## src/rtl/execute_stage.sv

```systemverilog
// Execute stage: registered single-cycle ALU plus iterative MUL/DIV/MOD.
// Define EXEC_MULDIV_EN to build the iterative multiply/divide datapath.
module execute_stage #(
    parameter int WIDTH = 16,
    parameter int ITER  = 16
) (
    input  logic             clk,
    input  logic             reset,
    input  logic             flush,
    input  logic             valid_in,
    input  logic [3:0]       aluOp_in,
    input  logic [WIDTH-1:0] srcA_in,
    input  logic [WIDTH-1:0] srcB_in,
    output logic             ready_out,
    output logic             valid_out,
    output logic             wb_en_out,
    output logic [WIDTH-1:0] result_out,
    output logic [3:0]       flags_out
);

    localparam logic [3:0] OP_ADD  = 4'h0;
    localparam logic [3:0] OP_SUB  = 4'h1;
    localparam logic [3:0] OP_AND  = 4'h2;
    localparam logic [3:0] OP_OR   = 4'h3;
    localparam logic [3:0] OP_XOR  = 4'h4;
    localparam logic [3:0] OP_NOT  = 4'h5;
    localparam logic [3:0] OP_SLL  = 4'h6;
    localparam logic [3:0] OP_SRL  = 4'h7;
    localparam logic [3:0] OP_SRA  = 4'h8;
    localparam logic [3:0] OP_CMP  = 4'h9;
    localparam logic [3:0] OP_MOV  = 4'hA;
    localparam logic [3:0] OP_MUL  = 4'hB;
    localparam logic [3:0] OP_DIV  = 4'hC;
    localparam logic [3:0] OP_PASS = 4'hE;
    localparam logic [3:0] OP_NOP  = 4'hF;

    if (ITER != WIDTH) begin : g_iter_chk
        $error("ITER must equal WIDTH");
    end

    logic [3:0]       sh;
    logic [WIDTH:0]   sc_ext;
    logic [WIDTH-1:0] sc_res;
    logic             sc_c;
    logic             sc_v;
    logic             sc_wb;
    logic             sc_valid;
    logic [3:0]       sc_flags;

    assign sh = srcB_in[3:0];

    // Shifts run one bit wider so the last bit shifted out lands in sc_ext.
    always_comb begin
        sc_ext   = '0;
        sc_res   = '0;
        sc_c     = 1'b0;
        sc_v     = 1'b0;
        sc_wb    = 1'b1;
        sc_valid = 1'b1;
        unique case (aluOp_in)
            OP_ADD: begin
                sc_ext = {1'b0, srcA_in} + {1'b0, srcB_in};
                sc_res = sc_ext[WIDTH-1:0];
                sc_c   = sc_ext[WIDTH];
                sc_v   = (srcA_in[WIDTH-1] == srcB_in[WIDTH-1])
                      && (sc_res[WIDTH-1] != srcA_in[WIDTH-1]);
            end
            OP_SUB, OP_CMP: begin
                sc_ext = {1'b0, srcA_in} - {1'b0, srcB_in};
                sc_res = sc_ext[WIDTH-1:0];
                sc_c   = ~sc_ext[WIDTH];
                sc_v   = (srcA_in[WIDTH-1] != srcB_in[WIDTH-1])
                      && (sc_res[WIDTH-1] != srcA_in[WIDTH-1]);
                sc_wb  = (aluOp_in != OP_CMP);
            end
            OP_AND:  sc_res = srcA_in & srcB_in;
            OP_OR:   sc_res = srcA_in | srcB_in;
            OP_XOR:  sc_res = srcA_in ^ srcB_in;
            OP_NOT:  sc_res = ~srcA_in;
            OP_SLL: begin
                sc_ext = {1'b0, srcA_in} << sh;
                sc_res = sc_ext[WIDTH-1:0];
                sc_c   = sc_ext[WIDTH];
            end
            OP_SRL: begin
                sc_ext = {srcA_in, 1'b0} >> sh;
                sc_res = sc_ext[WIDTH:1];
                sc_c   = sc_ext[0];
            end
            OP_SRA: begin
                sc_ext = $signed({srcA_in, 1'b0}) >>> sh;
                sc_res = sc_ext[WIDTH:1];
                sc_c   = sc_ext[0];
            end
            OP_MOV:  sc_res = srcB_in;
            OP_PASS: sc_res = srcA_in;
            OP_NOP:  sc_valid = 1'b0;
            default: begin
                sc_v  = 1'b1;
                sc_wb = 1'b0;
            end
        endcase
    end

    assign sc_flags = {sc_res[WIDTH-1], sc_res == '0, sc_c, sc_v};

    logic             valid_q, valid_d;
    logic             wb_q, wb_d;
    logic [WIDTH-1:0] result_q, result_d;
    logic [3:0]       flags_q, flags_d;

`ifdef EXEC_MULDIV_EN
    localparam int CW = $clog2(ITER);

    typedef enum logic {S_IDLE, S_BUSY} state_t;

    state_t             state_q, state_d;
    logic [CW-1:0]      cnt_q, cnt_d;
    logic [3:0]         op_q, op_d;
    logic [2*WIDTH-1:0] acc_q, acc_d;
    logic [2*WIDTH-1:0] mc_q, mc_d;
    logic [WIDTH-1:0]   mp_q, mp_d;
    logic               ready_q, ready_d;

    logic [2*WIDTH-1:0] mul_sum;
    logic               mul_hi_nz;
    logic [WIDTH:0]     div_r;
    logic [WIDTH+1:0]   div_diff;
    logic               div_ok;
    logic [2*WIDTH-1:0] div_acc;
    logic [WIDTH-1:0]   div_res;
    logic               is_multi;

    assign is_multi = (aluOp_in == OP_MUL) || (aluOp_in == OP_DIV)
                   || (aluOp_in == 4'hD);

    // acc_q holds the product for MUL, {remainder, dividend/quotient} for DIV/MOD.
    always_comb begin
        state_d  = state_q;
        cnt_d    = cnt_q;
        op_d     = op_q;
        acc_d    = acc_q;
        mc_d     = mc_q;
        mp_d     = mp_q;
        ready_d  = ready_q;
        valid_d  = 1'b0;
        wb_d     = wb_q;
        result_d = result_q;
        flags_d  = flags_q;

        mul_sum   = acc_q + (mp_q[0] ? mc_q : '0);
        mul_hi_nz = (mul_sum[2*WIDTH-1:WIDTH] != '0);
        div_r     = {acc_q[2*WIDTH-1:WIDTH], acc_q[WIDTH-1]};
        div_diff  = {1'b0, div_r} - {2'b00, mp_q};
        div_ok    = (div_diff[WIDTH+1:WIDTH] == 2'b00);
        div_acc   = {div_ok ? div_diff[WIDTH-1:0] : div_r[WIDTH-1:0],
                     acc_q[WIDTH-2:0], div_ok};
        div_res   = (op_q == OP_DIV) ? div_acc[WIDTH-1:0]
                                     : div_acc[2*WIDTH-1:WIDTH];

        unique case (state_q)
            S_IDLE: begin
                if (valid_in && !flush) begin
                    if (is_multi) begin
                        state_d = S_BUSY;
                        ready_d = 1'b0;
                        cnt_d   = '0;
                        op_d    = aluOp_in;
                        mp_d    = srcB_in;
                        mc_d    = {{WIDTH{1'b0}}, srcA_in};
                        acc_d   = (aluOp_in == OP_MUL) ? '0
                                : {{WIDTH{1'b0}}, srcA_in};
                    end else if (sc_valid) begin
                        valid_d  = 1'b1;
                        wb_d     = sc_wb;
                        result_d = sc_res;
                        flags_d  = sc_flags;
                    end
                end
            end
            S_BUSY: begin
                if (flush) begin
                    state_d = S_IDLE;
                    ready_d = 1'b1;
                    cnt_d   = '0;
                end else begin
                    cnt_d = cnt_q + 1'b1;
                    if (op_q == OP_MUL) begin
                        acc_d = mul_sum;
                        mc_d  = mc_q << 1;
                        mp_d  = mp_q >> 1;
                    end else begin
                        acc_d = div_acc;
                    end
                    if (cnt_q == CW'(ITER - 1)) begin
                        state_d = S_IDLE;
                        ready_d = 1'b1;
                        cnt_d   = '0;
                        valid_d = 1'b1;
                        wb_d    = 1'b1;
                        if (op_q == OP_MUL) begin
                            result_d = mul_sum[WIDTH-1:0];
                            flags_d  = {mul_sum[WIDTH-1],
                                        mul_sum[WIDTH-1:0] == '0,
                                        mul_hi_nz, mul_hi_nz};
                        end else begin
                            result_d = div_res;
                            flags_d  = {div_res[WIDTH-1], div_res == '0,
                                        1'b0, mp_q == '0};
                        end
                    end
                end
            end
        endcase
    end

    always_ff @(posedge clk) begin
        if (reset) begin
            state_q <= S_IDLE;
            cnt_q   <= '0;
            op_q    <= '0;
            acc_q   <= '0;
            mc_q    <= '0;
            mp_q    <= '0;
            ready_q <= 1'b1;
        end else begin
            state_q <= state_d;
            cnt_q   <= cnt_d;
            op_q    <= op_d;
            acc_q   <= acc_d;
            mc_q    <= mc_d;
            mp_q    <= mp_d;
            ready_q <= ready_d;
        end
    end

    assign ready_out = ready_q;
`else
    always_comb begin
        valid_d  = 1'b0;
        wb_d     = wb_q;
        result_d = result_q;
        flags_d  = flags_q;
        if (valid_in && !flush && sc_valid) begin
            valid_d  = 1'b1;
            wb_d     = sc_wb;
            result_d = sc_res;
            flags_d  = sc_flags;
        end
    end

    assign ready_out = 1'b1;
`endif

    always_ff @(posedge clk) begin
        if (reset) begin
            valid_q  <= 1'b0;
            wb_q     <= 1'b0;
            result_q <= '0;
            flags_q  <= '0;
        end else begin
            valid_q  <= valid_d;
            wb_q     <= wb_d;
            result_q <= result_d;
            flags_q  <= flags_d;
        end
    end

    assign valid_out  = valid_q;
    assign wb_en_out  = wb_q;
    assign result_out = result_q;
    assign flags_out  = flags_q;

endmodule

```

## config.mk

```make
export PLATFORM = sky130hd
export DESIGN_NAME = execute_stage
export DESIGN_NICKNAME = d
export VERILOG_FILES = /design/src/rtl/execute_stage.sv
export SDC_FILE = /design/constraint.sdc
export NUM_CORES = 1
export LEC_CHECK = 0
export ABC_AREA = 0
export BUFFER_PORTS_ARGS = -buffer_cell sky130_fd_sc_hd__buf_4
export CORE_ASPECT_RATIO = 0.6
export CORE_MARGIN = 4
export CORE_UTILIZATION = 45
export DETAILED_ROUTE_END_ITERATION = 6
export PLACE_DENSITY = 0.74
export SLEW_MARGIN = 20
export SYNTH_ARGS = -nofsm -noshare
export SYNTH_HDL_FRONTEND = slang
export SYNTH_SLANG_ARGS = --single-unit
export TNS_END_PERCENT = 1
```

## constraint.sdc

```tcl
create_clock -name clk -period 3.4 [get_ports clk]
set_input_delay 0.51 -clock clk [delete_from_list [all_inputs] [get_ports clk]]
set_output_delay 0.51 -clock clk [all_outputs]
set_load 0.02 [all_outputs]
```

==> impl_metrics.tcl, run 1 <==
set metrics [dict create \
    cp.required_ns 3.53 \
    finalWorstSetupSlack_ns 0.1184 \
    stdcell_area_sq_mm 0.007072 \
    cp_slowest_cell "a221o_1" \
    dieArea_sq_mm 0.01437 \
    dp_hpwl_um 19110 \
    power.density_mw_per_mm2 228.9 \
    status "complete, no violations" \
    setup_violations 0 \
    area_growth_pct 26.08 \
    period_share 0.9652 \
    ys_ff_latch 21 \
    grt-ovfl-total 0 \
    endpoint_kind "flip-flop" \
    route.detailed.drc 0 \
    dpl_cell_area_sq_mm 0.006919 \
    grt_usage 0.3218 \
    ir_worst_vdd_mv 0.1711 \
    clk_latency_ns 0.27 \
    via_count 6970 \
    grt_pass1_vias 6191 \
    numCtsBuffers 3 \
    relSlewSlack 0.5989 \
    cp.arrival_ns 3.41 \
    async_flop_share 0 \
    synth_cell_types 82 \
    drt_wl_total_um 24250 \
    min_path_type "reg -> reg" \
    fin_util 0.5825 \
    combPwrFrac 0.670 \
    hold_viol 0 \
    rsz0062_at_grt "false" \
    regArea_sq_um 420.4 \
    worst_pin_slew_ns 0.5980 \
    finalCriticalPeriod_ns 3.282 \
    totalNegativeSetupSlack_ns 0 \
    drive_above_1_share 0.2816 \
    synthesis.nets 854 \
    fmax_ghz 0.3047 \
    synth_ff_type "dfxtp_1" \
    max_cap_violations 0 \
    fillers 1143 \
    cp-start-kind "primary input" \
    cts_sinks 21 \
    cts_tree "done" \
    drt_first_pass_iters 7 \
    cp_num_buf_inv 4 \
    crit_family "compound AO/OA/AOI/OAI gates" \
    io_pins 63 \
    antenna_found_initial 0 \
    drt_iter0_markers 1159 \
    h-tree-depth 1 \
    whs_ns 0.4961 \
    p_clk_frac 0.163 \
    grt_max_degree 35 \
    fp.dieW_um 152.1 \
    synthCells 760 \
    core_area_sq_mm 0.01214 \
    gp_congestion 1.066 \
    swShare 0.4490 \
    path_class "in -> reg" \
    wire_per_inst_um 23.27 \
    cts.clk_slew.worst_paths_ns 0.06 \
    cp_cell_sequence "buf_4, ha_1, inv_1, fa_1, nor2b_1, o31ai_1, buf_4, a211oi_1, buf_4, a221o_1, a21o_1, a21o_1, a221o_1, a2111oi_4, a211oi_1" \
    ant_nets 0 \
    synth_edf_count 0 \
    postSynthAreaPerCell_sq_um 7.380 \
    viasPerCell 6.689 \
    die_height_um 94.48 \
    netlist_area_sq_mm 0.005609 \
    final_common_cell "buf_4" \
    port_buffers 61 \
    pre_cts_ws_ns -0.3769 \
    cts_root_buf "clkbuf_16" \
    fin_skew_ns 0 \
    slew_viol_final 0 \
    power.leakage_nw 3.096 \
    path_common_cell "buf_4" \
    cts.path.max_buffers 2 \
    grt_pass1_wl_um 36470 \
    p_switching_mw 0.7270 \
    final_cell_mix "buf_4 (180), nor2_1 (64), nand2_1 (56)" \
    cpPeakStageDelay_ns 0.40 \
    cp_max_fo 4 \
    antennaDiodeCount 0 \
    pwr-share-seq 0.167 \
    yosysSeqAreaShare 0.07495 \
    nNetsFinal 972 \
    row_count 31 \
    p_int_mw 0.8920 \
    multiInputGateArea_sq_mm 0.004712 \
    initial_core_util 0.4620 \
    yosys_warnings 0 \
]
path summary, 6_finish.rpt:
| path | depth (start not counted) | slack (ns) | from | end |
|---|---|---|---|---|
| min reg2reg | 2 | 0.50 | result_out[8] | result_out[8] |
| max | 15 | 0.12 | srcA_in[0] | result_out[14] |
| min | 2 | 0.50 | result_out[8] | result_out[8] |
| max reg2reg | 2 | 2.60 | result_out[14] | result_out[14] |
cell families (layout without fill, tap and decap cells):
logic type,Yosys count,count (layout),share of synthesized area
XOR/XNOR,11,11,0.01718
flip-flops,21,21,0.07495
other,1,1,0.0006686
AO/OA/AOI/OAI,248,248,0.3145
adder cells (fa/ha/maj),54,54,0.1231
AND/OR/NAND/NOR,237,237,0.2182
buffers and inverters,125,242,0.09926
multiplexers,63,63,0.1521
stage by stage:
stage / total power, mW / cells
finish: 1.619 / 1042
detailed placement: 1.294 / 1037
floorplan: 0.8717 / 760
global placement: 1.287 / 1037
CTS: 1.563 / 1041
global route: 1.691 / 1042
layer usage:
layer | track usage | vias to the layer above | wire length (um) | part of all wire
met3 | 0.1465 | 69 | 4405 | 0.18
met4 | 0.05236 | 0 | 536 | 0.022
met2 | 0.4232 | 575 | 8922 | 0.37
li1 | - | 3099 | - | -
met1 | 0.4766 | 3227 | 10380 | 0.43
met5 | 0 | - | 0 | 0
cells in the mapped netlist, types with 11 or more instances:
library cell	count	share of area
a21oi_1	44	0.039
clkbuf_1	36	0.024
a211oi_1	25	0.033
nand3_1	15	0.013
o211ai_1	16	0.021
mux2_2	18	0.036
nor2_1	64	0.043
dfxtp_1	21	0.075
ha_1	52	0.12
nor2b_1	15	0.017
buf_2	19	0.017
o21ai_0	43	0.038
mux4_2	16	0.064
nand2b_1	11	0.012
nor3_1	15	0.013
nand2_1	56	0.037
o22ai_1	13	0.014
mux2i_1	29	0.052
inv_1	52	0.035
tightest hold or removal path, stage by stage (launching register included):
cell and delay, ns:
dfxtp_1 0.32, mux2i_1 0.07, nor2_1 0.07
registers in the layout, summed over array words and instances, names as in the netlist:
signal,count
flags_out,3
result_out,16
valid_out,1
wb_en_out,1
final cells by class:
type / count / area share
timing repair buffer: 185 / 0.2052
inverter: 53 / 0.02813
clock inverter: 1 / 0.001062
multi-input combinational: 614 / 0.6663
tap: 165 / 0.02919
clock buffer: 3 / 0.01062
sequential: 21 / 0.05945
power by group through the flow:
stage	logic (mW)	clock network, mW	registers [mW]
2_1_floorplan	0.577	0	0.295
3_3_place_gp	1.01	0	0.276
3_5_place_dp	1.02	0	0.275
4_1_cts	1.03	0.267	0.271
5_1_grt	1.14	0.277	0.273
6_report	1.08	0.264	0.271
repair_timing:
action,CTS,global route
pin swaps,0,1
hold buffers,0,0
setup buffers,0,1
setup endpoints to repair,1,3
resized for setup,1,8
Power figures use the tool's default switching activity.
==> inputs of run 2 (changes only) <==
--- a/config.mk
+++ b/config.mk
@@ -8,10 +8,11 @@
 export ABC_AREA = 0
 export BUFFER_PORTS_ARGS = -buffer_cell sky130_fd_sc_hd__buf_4
 export CORE_ASPECT_RATIO = 0.6
-export CORE_MARGIN = 4
 export CORE_UTILIZATION = 45
 export DETAILED_ROUTE_END_ITERATION = 6
 export PLACE_DENSITY = 0.74
+export RECOVER_POWER = 100
+export SKIP_LAST_GASP = 1
 export SLEW_MARGIN = 20
 export SYNTH_ARGS = -nofsm -noshare
 export SYNTH_HDL_FRONTEND = slang
==> run 2 against run 1 <==
Critical path depth shrank 1. Design area fell by 2.1%. Highest routed layer unchanged. Via count is essentially flat. Combinational power is essentially flat. Sequential share of layout area grew 0.13 points. Sequential power is essentially flat. Global-route usage increased by 5.6 points. Die area is 10% lower.
==> impl_metrics.tcl, run 2 (same netlist as run 1, synthesis figures left out) <==
set metrics [dict create \
    ir_worst_vdd_mv 0.2064 \
    rsz0062_at_grt "false" \
    numCtsBuffers 3 \
    cp_slowest_cell "nor4_1" \
    core_area_sq_mm 0.01210 \
    area_growth_pct 23.44 \
    ant_nets 0 \
    worst_pin_slew_ns 0.9565 \
    period_share 0.9804 \
    min_path_type "reg -> reg" \
    row_count 31 \
    drive_above_1_share 0.2503 \
    p_switching_mw 0.7176 \
    dp_hpwl_um 19530 \
    final_common_cell "buf_4" \
    final_cell_mix "buf_4 (158), nor2_1 (64), nand2_1 (56)" \
    nNetsFinal 974 \
    finalCriticalPeriod_ns 3.334 \
    status "complete, no violations" \
    cp_cell_sequence "buf_4, buf_4, inv_1, ha_1, inv_1, fa_1, xor2_1, o22ai_1, or4_1, a311o_1, nor4_1, and4_1, and4_1, a31o_1" \
    cp.required_ns 3.61 \
    initial_core_util 0.4635 \
    gp_congestion 1.055 \
    grt-ovfl-total 0 \
    dieArea_sq_mm 0.01293 \
    cp_num_buf_inv 4 \
    fin_util 0.5722 \
    finalWorstSetupSlack_ns 0.06648 \
    fin_cells 1045 \
    grt_max_degree 37 \
    combPwrFrac 0.667 \
    viasPerCell 6.669 \
    cts.path.max_buffers 2 \
    die_height_um 88.48 \
    crit_family "simple AND/OR/NAND/NOR gates" \
    fp.dieW_um 146.1 \
    drt_first_pass_iters 6 \
    pwr-share-seq 0.170 \
    pre_cts_ws_ns -0.1378 \
    p_clk_frac 0.163 \
    via_count 6969 \
    grt_pass1_vias 6124 \
    cts_root_buf "clkbuf_16" \
    drt_iter0_markers 970 \
    cp-start-kind "primary input" \
    ctsHoldBuffers 0 \
    largest_reg_flops 16 \
    post_cts_buffers 0 \
    max_cap_violations 0 \
    p_int_mw 0.8712 \
    setup_violations 0 \
    power.density_mw_per_mm2 229.4 \
    cts.clk_slew.worst_paths_ns 0.06 \
    cts_sinks 21 \
    wire_per_inst_um 23.57 \
    io_pins 63 \
    fin_skew_ns 0 \
    p_total_mw 1.589 \
    hold_viol 0 \
    cp_max_fo 7 \
    fmax_ghz 0.3000 \
    power.leakage_nw 2.993 \
    relSlewSlack 0.3534 \
    grt_usage 0.3774 \
    grt_pass1_wl_um 36850 \
    swShare 0.4517 \
    cp.arrival_ns 3.54 \
    cts_tree "done" \
    h-tree-depth 1 \
    slew_viol_final 0 \
    path_class "in -> reg" \
    place_inst 1040 \
    endpoint_kind "flip-flop" \
    route.detailed.drc 0 \
    cpPeakStageDelay_ns 0.44 \
    antenna_found_initial 2 \
    cts.repair.resized 0 \
    drt_wl_total_um 24630 \
    clk_latency_ns 0.26 \
    totalNegativeSetupSlack_ns 0 \
    port_buffers 61 \
]
[run 2: cell type report]
type	count	area (sq um)
tap	165	206.4
timing repair buffer	187	1364
antenna	1	2.502
fill	1189	5177
multi-input combinational	614	4653
clock buffer	4	78.83
sequential	21	420.4
inverter	53	198.9
[run 2: worst reg2reg max path: cells and delay by family (launching register included)]
family	cells	cell delay (ns)
DFF	1	0.32
AOI/OAI and AO/OA	1	0.20
and+or+nand+nor	1	0.13
[run 2: power by group through the flow]
stage	combinational, mW	clock (mW)	sequential, mW
2_1_floorplan	0.577	0	0.295
3_3_place_gp	1.02	0	0.275
4_1_cts	1.03	0.262	0.270
3_5_place_dp	1.02	0	0.276
5_1_grt	1.12	0.270	0.272
6_report	1.06	0.259	0.270
[run 2: metrics by stage]
step	cell area, sq um	hold WS, ns
6_report	6924	0.4928
5_1_grt	6922	0.5216
4_1_cts	7008	0.5031
3_5_place_dp	6929	0.4887
3_3_place_gp	6929	0.4769
2_1_floorplan	5624	0.5611
[run 2: worst paths after layout]
kind,from,end,slack [ns],depth (start not counted)
max reg2reg,flags_out[2],flags_out[2],2.64,2
max,srcA_in[0],flags_out[2],0.07,14
min reg2reg,result_out[8],result_out[8],0.49,2
min,result_out[8],result_out[8],0.49,2
[run 2: layer usage]
metal / GRT usage / routed length [um] / up-vias
met3: 0.1459 / 4281 / 48
met5: 0 / 0 / -
met1: 0.5539 / 10690 / 3252
li1: - / - / 3106
met2: 0.5139 / 9262 / 563
met4: 0.06629 / 389 / 0
==> inputs of run 3 (changes only) <==
--- a/config.mk
+++ b/config.mk
@@ -9,8 +9,9 @@
 export BUFFER_PORTS_ARGS = -buffer_cell sky130_fd_sc_hd__buf_4
 export CORE_ASPECT_RATIO = 0.6
 export CORE_UTILIZATION = 45
+export CTS_BUF_LIST = sky130_fd_sc_hd__clkbuf_4 sky130_fd_sc_hd__clkbuf_8
 export DETAILED_ROUTE_END_ITERATION = 6
-export PLACE_DENSITY = 0.74
+export PLACE_DENSITY = 0.66
 export RECOVER_POWER = 100
 export SKIP_LAST_GASP = 1
 export SLEW_MARGIN = 20
==> run 3 against run 2 <==
The flow now finishes with violations (design-rule violations). Clock skew stayed put. Worst hold slack better by 0.0097 ns. Setup slack improved by 0.029 ns. Clock-buffer cell count unchanged. First-iteration DRC count is 11% lower. Wire length rose by 9.0%. Critical endpoint is now result_out[14]. Largest cell class unchanged.
==> impl_metrics.tcl, run 3 (same netlist as run 1, synthesis figures left out) <==
set metrics [dict create \
    cts.path.max_buffers 2 \
    cpPeakStageDelay_ns 0.44 \
    worst_pin_slew_ns 1.041 \
    grt_pass1_wl_um 39810 \
    cp_cell_sequence "buf_4, inv_1, ha_1, buf_4, nor2b_1, a211oi_2, o22ai_2, o221a_2, o21ai_0, a21oi_1, a221o_1, a2111oi_4, a211oi_2" \
    cp_num_buf_inv 3 \
    relSlewSlack 0.3044 \
    grt_max_degree 35 \
    grt_usage 0.4087 \
    cts_tree "done" \
    period_share 0.9720 \
    row_count 31 \
    clk_latency_ns 0.27 \
    antenna_found_initial 1 \
    cts_sinks 21 \
    ant_nets 0 \
    status "finished, violations left" \
    endpoint_kind "flip-flop" \
    final_common_cell "buf_4" \
    drt_wl_total_um 26850 \
    nNetsFinal 992 \
    cts_root_buf "clkbuf_8" \
    max_cap_violations 0 \
    fin_skew_ns 0 \
    crit_family "compound AO/OA/AOI/OAI gates" \
    slew_viol_final 0 \
    io_pins 63 \
    finalCriticalPeriod_ns 3.305 \
    setup_violations 0 \
    cp-start-kind "primary input" \
    dieArea_sq_mm 0.01293 \
    grt-ovfl-total 0 \
    fp.dieW_um 146.1 \
    drt_iter0_markers 868 \
    violations "design-rule violations" \
    h-tree-depth 1 \
    core_area_sq_mm 0.01210 \
    drive_above_1_share 0.2776 \
    power.density_mw_per_mm2 220.2 \
    ir_worst_vdd_mv 0.1286 \
    fmax_ghz 0.3026 \
    fin_util 0.5895 \
    cp.required_ns 3.54 \
    route.detailed.drc 1 \
    ctsHoldBuffers 0 \
    min_path_type "reg -> reg" \
    area_growth_pct 27.19 \
    path_class "in -> reg" \
    drt_first_pass_iters 7 \
    numCtsBuffers 3 \
    port_buffers 61 \
    viasPerCell 6.775 \
    die_height_um 88.48 \
    initial_core_util 0.4635 \
    hold_viol 0 \
    dp_hpwl_um 21340 \
    cts.clk_slew.worst_paths_ns 0.08 \
    wire_per_inst_um 25.26 \
    cp.arrival_ns 3.45 \
    cp_slowest_cell "a2111oi_4" \
    largest_reg_flops 16 \
    via_count 7202 \
    cp_max_fo 10 \
    grt_pass1_vias 6570 \
    gp_congestion 1.018 \
    p_total_mw 1.571 \
    final_cell_mix "buf_4 (174), nor2_1 (63), nand2_1 (56)" \
    power.leakage_nw 3.089 \
]
run 3: cell types whose count changed in the layout (fill, tap and decap cells not counted), sizes merged:
cell	delta
buf	+18
run 3: final timing paths:
path	end	start	slack, ns	depth (start not counted)
worst max-delay path	result_out[14]	srcA_in[3]	0.1	13
worst min register to register	flags_out[1]	flags_out[1]	0.50	2
worst max register to register	flags_out[2]	flags_out[2]	2.63	2
worst min-delay path	flags_out[1]	flags_out[1]	0.50	2
run 3: per-stage QoR:
stage                     setup slack (ns)  cell area [sq um]  setup TNS [ns]  hold WS (ns)  std cells
final                              0.09534               7134               0        0.5026       1063
after global routing              -0.01392               7132        -0.01392        0.5259       1062
after CTS                          0.01205               7151               0        0.5062       1061
after detailed placement           -0.5170               7082         -0.8456        0.4875       1057
after global placement             -0.6511               7082         -0.8692        0.4742       1057
after floorplan                    0.04871               5624               0        0.5611        760
run 3: repair_timing:
action | 4_1_cts | 5_1_grt
endpoints found under the setup margin | 1 | 4
setup buffers | 0 | 2
gates resized for setup | 3 | 13
pin swaps | 0 | 8
run 3: layout make-up:
| class | count | area [sq um] |
|---|---|---|
| clock buffers | 4 | 48.80 |
| repair buffers | 205 | 1520 |
| well taps | 165 | 206.4 |
| flip-flops and latches | 21 | 420.4 |
| fillers | 1198 | 4967 |
| inverters | 53 | 198.9 |
| multi-input cells | 614 | 4737 |
| diodes | 1 | 2.502 |
run 3: per-layer routing:
layer,global-route usage,vias to the layer above,routed length (um)
li1,-,3140,-
met1,0.5780,3482,11900
met2,0.6043,532,10610
met3,0.1335,48,3893
met4,0.07765,0,452
met5,0,-,0
run 3: power by group:
part	leakage, nW	switching [mW]	internal [mW]
registers	0.172	0.00893	0.262
clock network	0.0262	0.0893	0.0919
logic	2.89	0.643	0.476
run 3: tightest hold or removal path: cells and delay by family (launching register included):
kind             cells  cell delay, ns
DFF                  1            0.33
and+or+nand+nor      1            0.08
muxes                1            0.06
